File: src/rtl/shared_match_pe.sv
// Match engine: compares the byte streams at head_addr and history_addr one beat at a time.
// Returns the common-prefix length, capped at MAX_MATCH_LEN, together with the request tag.
module shared_match_pe #(
  parameter int ADDR_W        = 24,
  parameter int TAG_W         = 5,
  parameter int MATCH_LEN_W   = 8,
  parameter int MAX_MATCH_LEN = 255,
  parameter int BYTES         = 8
) (
  input  logic                   clk,
  input  logic                   rst_n,
  input  logic                   match_req_valid,
  output logic                   match_req_ready,
  input  logic [ADDR_W-1:0]      match_req_head_addr,
  input  logic [ADDR_W-1:0]      match_req_history_addr,
  input  logic [TAG_W-1:0]       match_req_tag,
  output logic                   match_resp_valid,
  input  logic                   match_resp_ready,
  output logic [TAG_W-1:0]       match_resp_tag,
  output logic [MATCH_LEN_W-1:0] match_resp_match_len,
  output logic                   head_rd_en,
  output logic [ADDR_W-1:0]      head_rd_addr,
  input  logic [8*BYTES-1:0]     head_rd_data,
  output logic                   hist_rd_en,
  output logic [ADDR_W-1:0]      hist_rd_addr,
  input  logic [8*BYTES-1:0]     hist_rd_data
);

  localparam int EQ_W = $clog2(BYTES + 1);

  typedef enum logic [1:0] {IDLE, READ, CMP, RESP} state_t;

  state_t                 state;
  logic [ADDR_W-1:0]      head_q;
  logic [ADDR_W-1:0]      hist_q;
  logic [ADDR_W-1:0]      off_q;
  logic [EQ_W-1:0]        eq;
  logic                   found;
  logic [MATCH_LEN_W-1:0] eq_ext;
  logic [MATCH_LEN_W-1:0] rem;
  logic [MATCH_LEN_W-1:0] add;
  logic [MATCH_LEN_W-1:0] new_len;

  // Gated by rst_n because the async reset parks state in IDLE while reset is still asserted.
  assign match_req_ready = rst_n && (state == IDLE);

  // Leading run of equal bytes in the current beat; byte 0 is the lowest address.
  always_comb begin
    eq    = '0;
    found = 1'b0;
    for (int i = 0; i < BYTES; i++) begin
      if (!found) begin
        if (head_rd_data[8*i +: 8] == hist_rd_data[8*i +: 8]) begin
          eq = EQ_W'(i + 1);
        end else begin
          found = 1'b1;
        end
      end
    end
  end

  assign eq_ext  = MATCH_LEN_W'(eq);
  assign rem     = MATCH_LEN_W'(MAX_MATCH_LEN) - match_resp_match_len;
  assign add     = (eq_ext < rem) ? eq_ext : rem;
  assign new_len = match_resp_match_len + add;

  always_ff @(posedge clk or negedge rst_n) begin
    if (!rst_n) begin
      state                <= IDLE;
      head_q               <= '0;
      hist_q               <= '0;
      off_q                <= '0;
      match_resp_valid     <= 1'b0;
      match_resp_tag       <= '0;
      match_resp_match_len <= '0;
      head_rd_en           <= 1'b0;
      hist_rd_en           <= 1'b0;
      head_rd_addr         <= '0;
      hist_rd_addr         <= '0;
    end else begin
      head_rd_en <= 1'b0;
      hist_rd_en <= 1'b0;
      case (state)
        IDLE: begin
          if (match_req_valid) begin
            head_q               <= match_req_head_addr;
            hist_q               <= match_req_history_addr;
            match_resp_tag       <= match_req_tag;
            off_q                <= '0;
            match_resp_match_len <= '0;
            // History must lie strictly before head; anything else answers 0 without reading.
            if (match_req_history_addr >= match_req_head_addr) begin
              match_resp_valid <= 1'b1;
              state            <= RESP;
            end else begin
              head_rd_en   <= 1'b1;
              hist_rd_en   <= 1'b1;
              head_rd_addr <= match_req_head_addr;
              hist_rd_addr <= match_req_history_addr;
              state        <= READ;
            end
          end
        end
        READ: begin
          state <= CMP;
        end
        CMP: begin
          match_resp_match_len <= new_len;
          if ((eq == EQ_W'(BYTES)) && (new_len < MATCH_LEN_W'(MAX_MATCH_LEN))) begin
            off_q        <= off_q + ADDR_W'(BYTES);
            head_rd_en   <= 1'b1;
            hist_rd_en   <= 1'b1;
            head_rd_addr <= head_q + off_q + ADDR_W'(BYTES);
            hist_rd_addr <= hist_q + off_q + ADDR_W'(BYTES);
            state        <= READ;
          end else begin
            match_resp_valid <= 1'b1;
            state            <= RESP;
          end
        end
        RESP: begin
          if (match_resp_ready) begin
            match_resp_valid <= 1'b0;
            state            <= IDLE;
          end
        end
        default: state <= IDLE;
      endcase
    end
  end

endmodule

File: config.mk
export PLATFORM = sky130hd
export DESIGN_NAME = shared_match_pe
export DESIGN_NICKNAME = d
export VERILOG_FILES = /design/src/rtl/shared_match_pe.sv
export SDC_FILE = /design/constraint.sdc
export NUM_CORES = 1
export LEC_CHECK = 0
export ABC_AREA = 1
export CELL_PAD_IN_SITES_DETAIL_PLACEMENT = 0
export CELL_PAD_IN_SITES_GLOBAL_PLACEMENT = 2
export CORE_UTILIZATION = 28
export DETAILED_ROUTE_END_ITERATION = 16
export HOLD_SLACK_MARGIN = 0.12
export PLACE_DENSITY = 0.78
export SKIP_LAST_GASP = 1
export SLEW_MARGIN = 10
export SYNTH_ARGS = -nofsm -noshare
export SYNTH_HDL_FRONTEND = slang
export SYNTH_SLANG_ARGS = --single-unit
File: constraint.sdc
create_clock -name clk -period 4.5 [get_ports clk]
set_input_delay 0.45 -clock clk [delete_from_list [all_inputs] [get_ports clk]]
set_output_delay 0.45 -clock clk [all_outputs]
set_load 0.05 [all_outputs]
==> impl_results.md <==
* Outcome: finished clean
* Worst setup margin at 0.2176 ns
* Leak at 7.907 nW
* Die H at 195.8 µm
* Tmin final at 4.282 ns
* Avg Cell Area, Syn at 7.312 µm²
* Yosys synthesis warning count at 0
* Worst R2R End: head_rd_addr[4]
* Final Util at 41.40%
* Worst-Skew Late Latency at 0.43 ns
* Post-synth EDFFs at 0
* Worst path most repeated cell: nand2_1
* Core area at 36,790 µm²
* HP Start: hist_rd_addr[13]
* Max-slew violation count at 0
* Delay of the slowest critical-path stage at 0.47 ns
* Period utilisation layout at 95.16%
* # setup viols final at 0
* Row Count at 70
* Pre-CTS WS at -0.3658 ns
* Critical path class: in -> reg
* Worst Reg-to-Reg Cells at 20
* Critical Path AT at 4.60 ns
* Relative slew slack at 40.03%
* GRT Total Usage at 19.00%
* Power consumption at 0.007702 W
* Critical Path Fanout Max at 9
* Synth Cell Area at 10,520 µm²
* Clock sinks at 134
* Largest net degree at the start of global routing at 59
* Post-synth cell types at 46
* Via density at 4.710
* Worst setup EP type: flip-flop
* Tightest Hold Check Type: reg -> reg
* Critical path buffer and inverter count at 7
* DP HPWL at 28,370 µm
* TritonCTS Buffers at 17
* Final clock skew at 0.007576 ns
* Max cap viols at 0
* Global placement routability congestion at 0.8695
* Setup slack, reg-to-reg at 1.03 ns
* Pwr Density at 505.8 nW/µm²
* Crit-path leading delay family: simple AND/OR/NAND/NOR gates
* Min-Delay Path Depth at 2
* Max stage delay cell, worst path: clkdlybuf4s50_1
* Setup TNS at 0 ns
* Commonest non-fill, non-tap cell in the layout: nand2_1
* Fin Hold WS at 0.4702 ns
* Async set-or-reset flop fraction in the synthesized netlist at 100.0%
* CTS H-Tree Depth at 4
* Critical path required time at 4.82 ns
* GR Util met3 at 3.198%
* Antenna violations before repair at 0
* GR Util met1 at 24.68%
* Seq/Total Area, Yosys at 31.89%
* Clock buffer depth at 2
* Predominant post-synthesis flop cell: dfrtp_1
* Antenna-violating nets left at 0
* Most frequent cells in the layout: 445 x nand2_1, 172 x clkdlybuf4s50_1, 149 x inv_1
* Worst slew pin tran at 0.8983 ns
* Die area at 38,330 µm²
* Nets@finish at 2,037
* TritonRoute pass-1 iters at 5
* Worst-path clk slew at 0.06 ns
* Area growth syn-to-layout at 44.82%
* Via count at 10,450
* FMAX at 233.5 MHz
* First-pass GRT wire length at 56,290 µm
* Diode count at 0
* Final Hold Fails at 0
* Layout cells sized above 1 at 9.766%
* CTS tree: yes
* DRC violations left at 0
* Met2 Usage GRT at 32.92%
* Number of global-route vias before repair at 10,300
* Post-Syn Instances at 1,438
* Initial core utilization at 28.59%
* Number of port buffers at 249
* Clock root buffer: clkbuf_16
* GRT busiest layer: met2
* DR iter-0 viols at 534
* GRT overflow at 0
* DIE WIDTH at 195.8 µm
* Ports at 250
* Hold Path Sink: hist_rd_addr[13]
* R2r startpoint: match_resp_match_len[3]
* WL per Instance at 16.89 µm
* Startpoint types: primary input
* Final wirelength at 37,470 µm
* Peak supply drop at 0.0003024 V
* Flop and latch count out of synthesis at 134
[repair_timing]
action | CTS | global route
endpoints found under the hold margin | 55 | 0
buffers inserted | 0 | 10
setup endpoints to repair | 0 | 72
hold buffers | 1 | 0
gates resized for setup | 0 | 143
[metrics by stage]
step	area (µm²)	std cells
3_5_place_dp	13840	2167
6_report	15230	2219
4_1_cts	14450	2199
5_1_grt	15230	2219
3_3_place_gp	13840	2167
2_1_floorplan	10520	1439
[cell families (layout without fill, tap and decap cells)]
logic type / Yosys count / in the layout / share of synthesized area [%]
AO/OA/AOI/OAI: 259 / 259 / 14.22
XOR/XNOR: 98 / 98 / 8.163
adder cells (fa/ha/maj): 113 / 113 / 13.52
buffers and inverters: 195 / 507 / 7.461
flip-flops: 134 / 134 / 31.89
other: 1 / 2 / 0.03566
AND/OR/NAND/NOR: 638 / 638 / 24.71
[cell type report]
class,instances,area (µm²)
Timing Repair Buffer,319,3445
Tap cell,468,585.6
Clock inverter,7,93.84
Clock buffer,24,501.7
Inverter,157,611.8
Fill cell,3823,21560
Multi-Input combinational cell,1110,6638
Sequential cell,134,3353
[worst max path at each step]
stage                                 from                to  slack [ns]  cells after the start
after detailed placement  head_rd_data[15]  hist_rd_addr[17]       -0.37                     34
after global routing      hist_rd_data[11]         off_q[10]        -0.1                     31
after floorplan           hist_rd_data[14]  head_rd_addr[18]        0.31                     33
after CTS                 head_rd_data[15]   hist_rd_addr[2]        0.07                     34
after global placement    head_rd_data[61]  head_rd_addr[20]       -0.30                     30
final                     hist_rd_data[24]   head_rd_addr[4]        0.22                     33
[worst min-delay path, stage by stage (launching register included)]
cell	delay, ns
dfrtp_1	0.34
nand2_1	0.05
nand2_1	0.04
[synth_stat cells (2+ instances only)]
master	number	area (µm²)
nand2_2	2	12.51
a31oi_1	2	12.51
o211ai_1	19	142.6
nor2_2	2	12.51
and2_1	2	12.51
nand2_1	456	1712
nor2_1	78	292.8
xor2_1	46	402.9
a211oi_1	3	22.52
clkbuf_1	25	93.84
o22ai_1	11	68.82
o21bai_1	2	15.01
clkinv_1	2	7.510
o31ai_2	8	100.1
buf_4	2	15.01
o21ai_0	109	545.5
nor3_1	17	85.08
nand3_1	44	220.2
a21o_1	3	22.52
o21ai_1	3	15.01
dfrtp_1	134	3353
nor4_1	9	56.30
o2111ai_1	2	17.52
buf_2	5	25.02
or2_2	6	37.54
a21boi_0	3	22.52
ha_1	112	1401
buf_6	5	56.30
nand4_1	19	118.9
xnor2_1	52	455.4
inv_1	151	566.8
inv_2	3	11.26
o31ai_1	9	67.56
a21oi_1	80	400.4
[routing by layer]
metal | vias up | share of wire [%]
met2 | 226 | 48
met1 | 4863 | 47
met5 | - | 0
met4 | 0 | 1.0
li1 | 5338 | -
met3 | 25 | 4.0
[flip-flops by register name, indices dropped and copies added, names as in the netlist]
signal                count
match_resp_valid          1
off_q                    21
hist_rd_addr             24
hist_rd_en                1
match_resp_match_len      8
match_resp_tag            5
state                     2
head_q                   24
head_rd_addr             24
hist_q                   24
[power breakdown]
part | leakage (nW) | switching [W] | internal, W
logic | 5.90 | 0.00272 | 0.00153
clock network | 0.288 | 0.000564 | 0.000886
registers | 1.72 | 0.000321 | 0.00168
total | 7.91 | 0.00361 | 0.00409
Power figures use the tool's default switching activity.
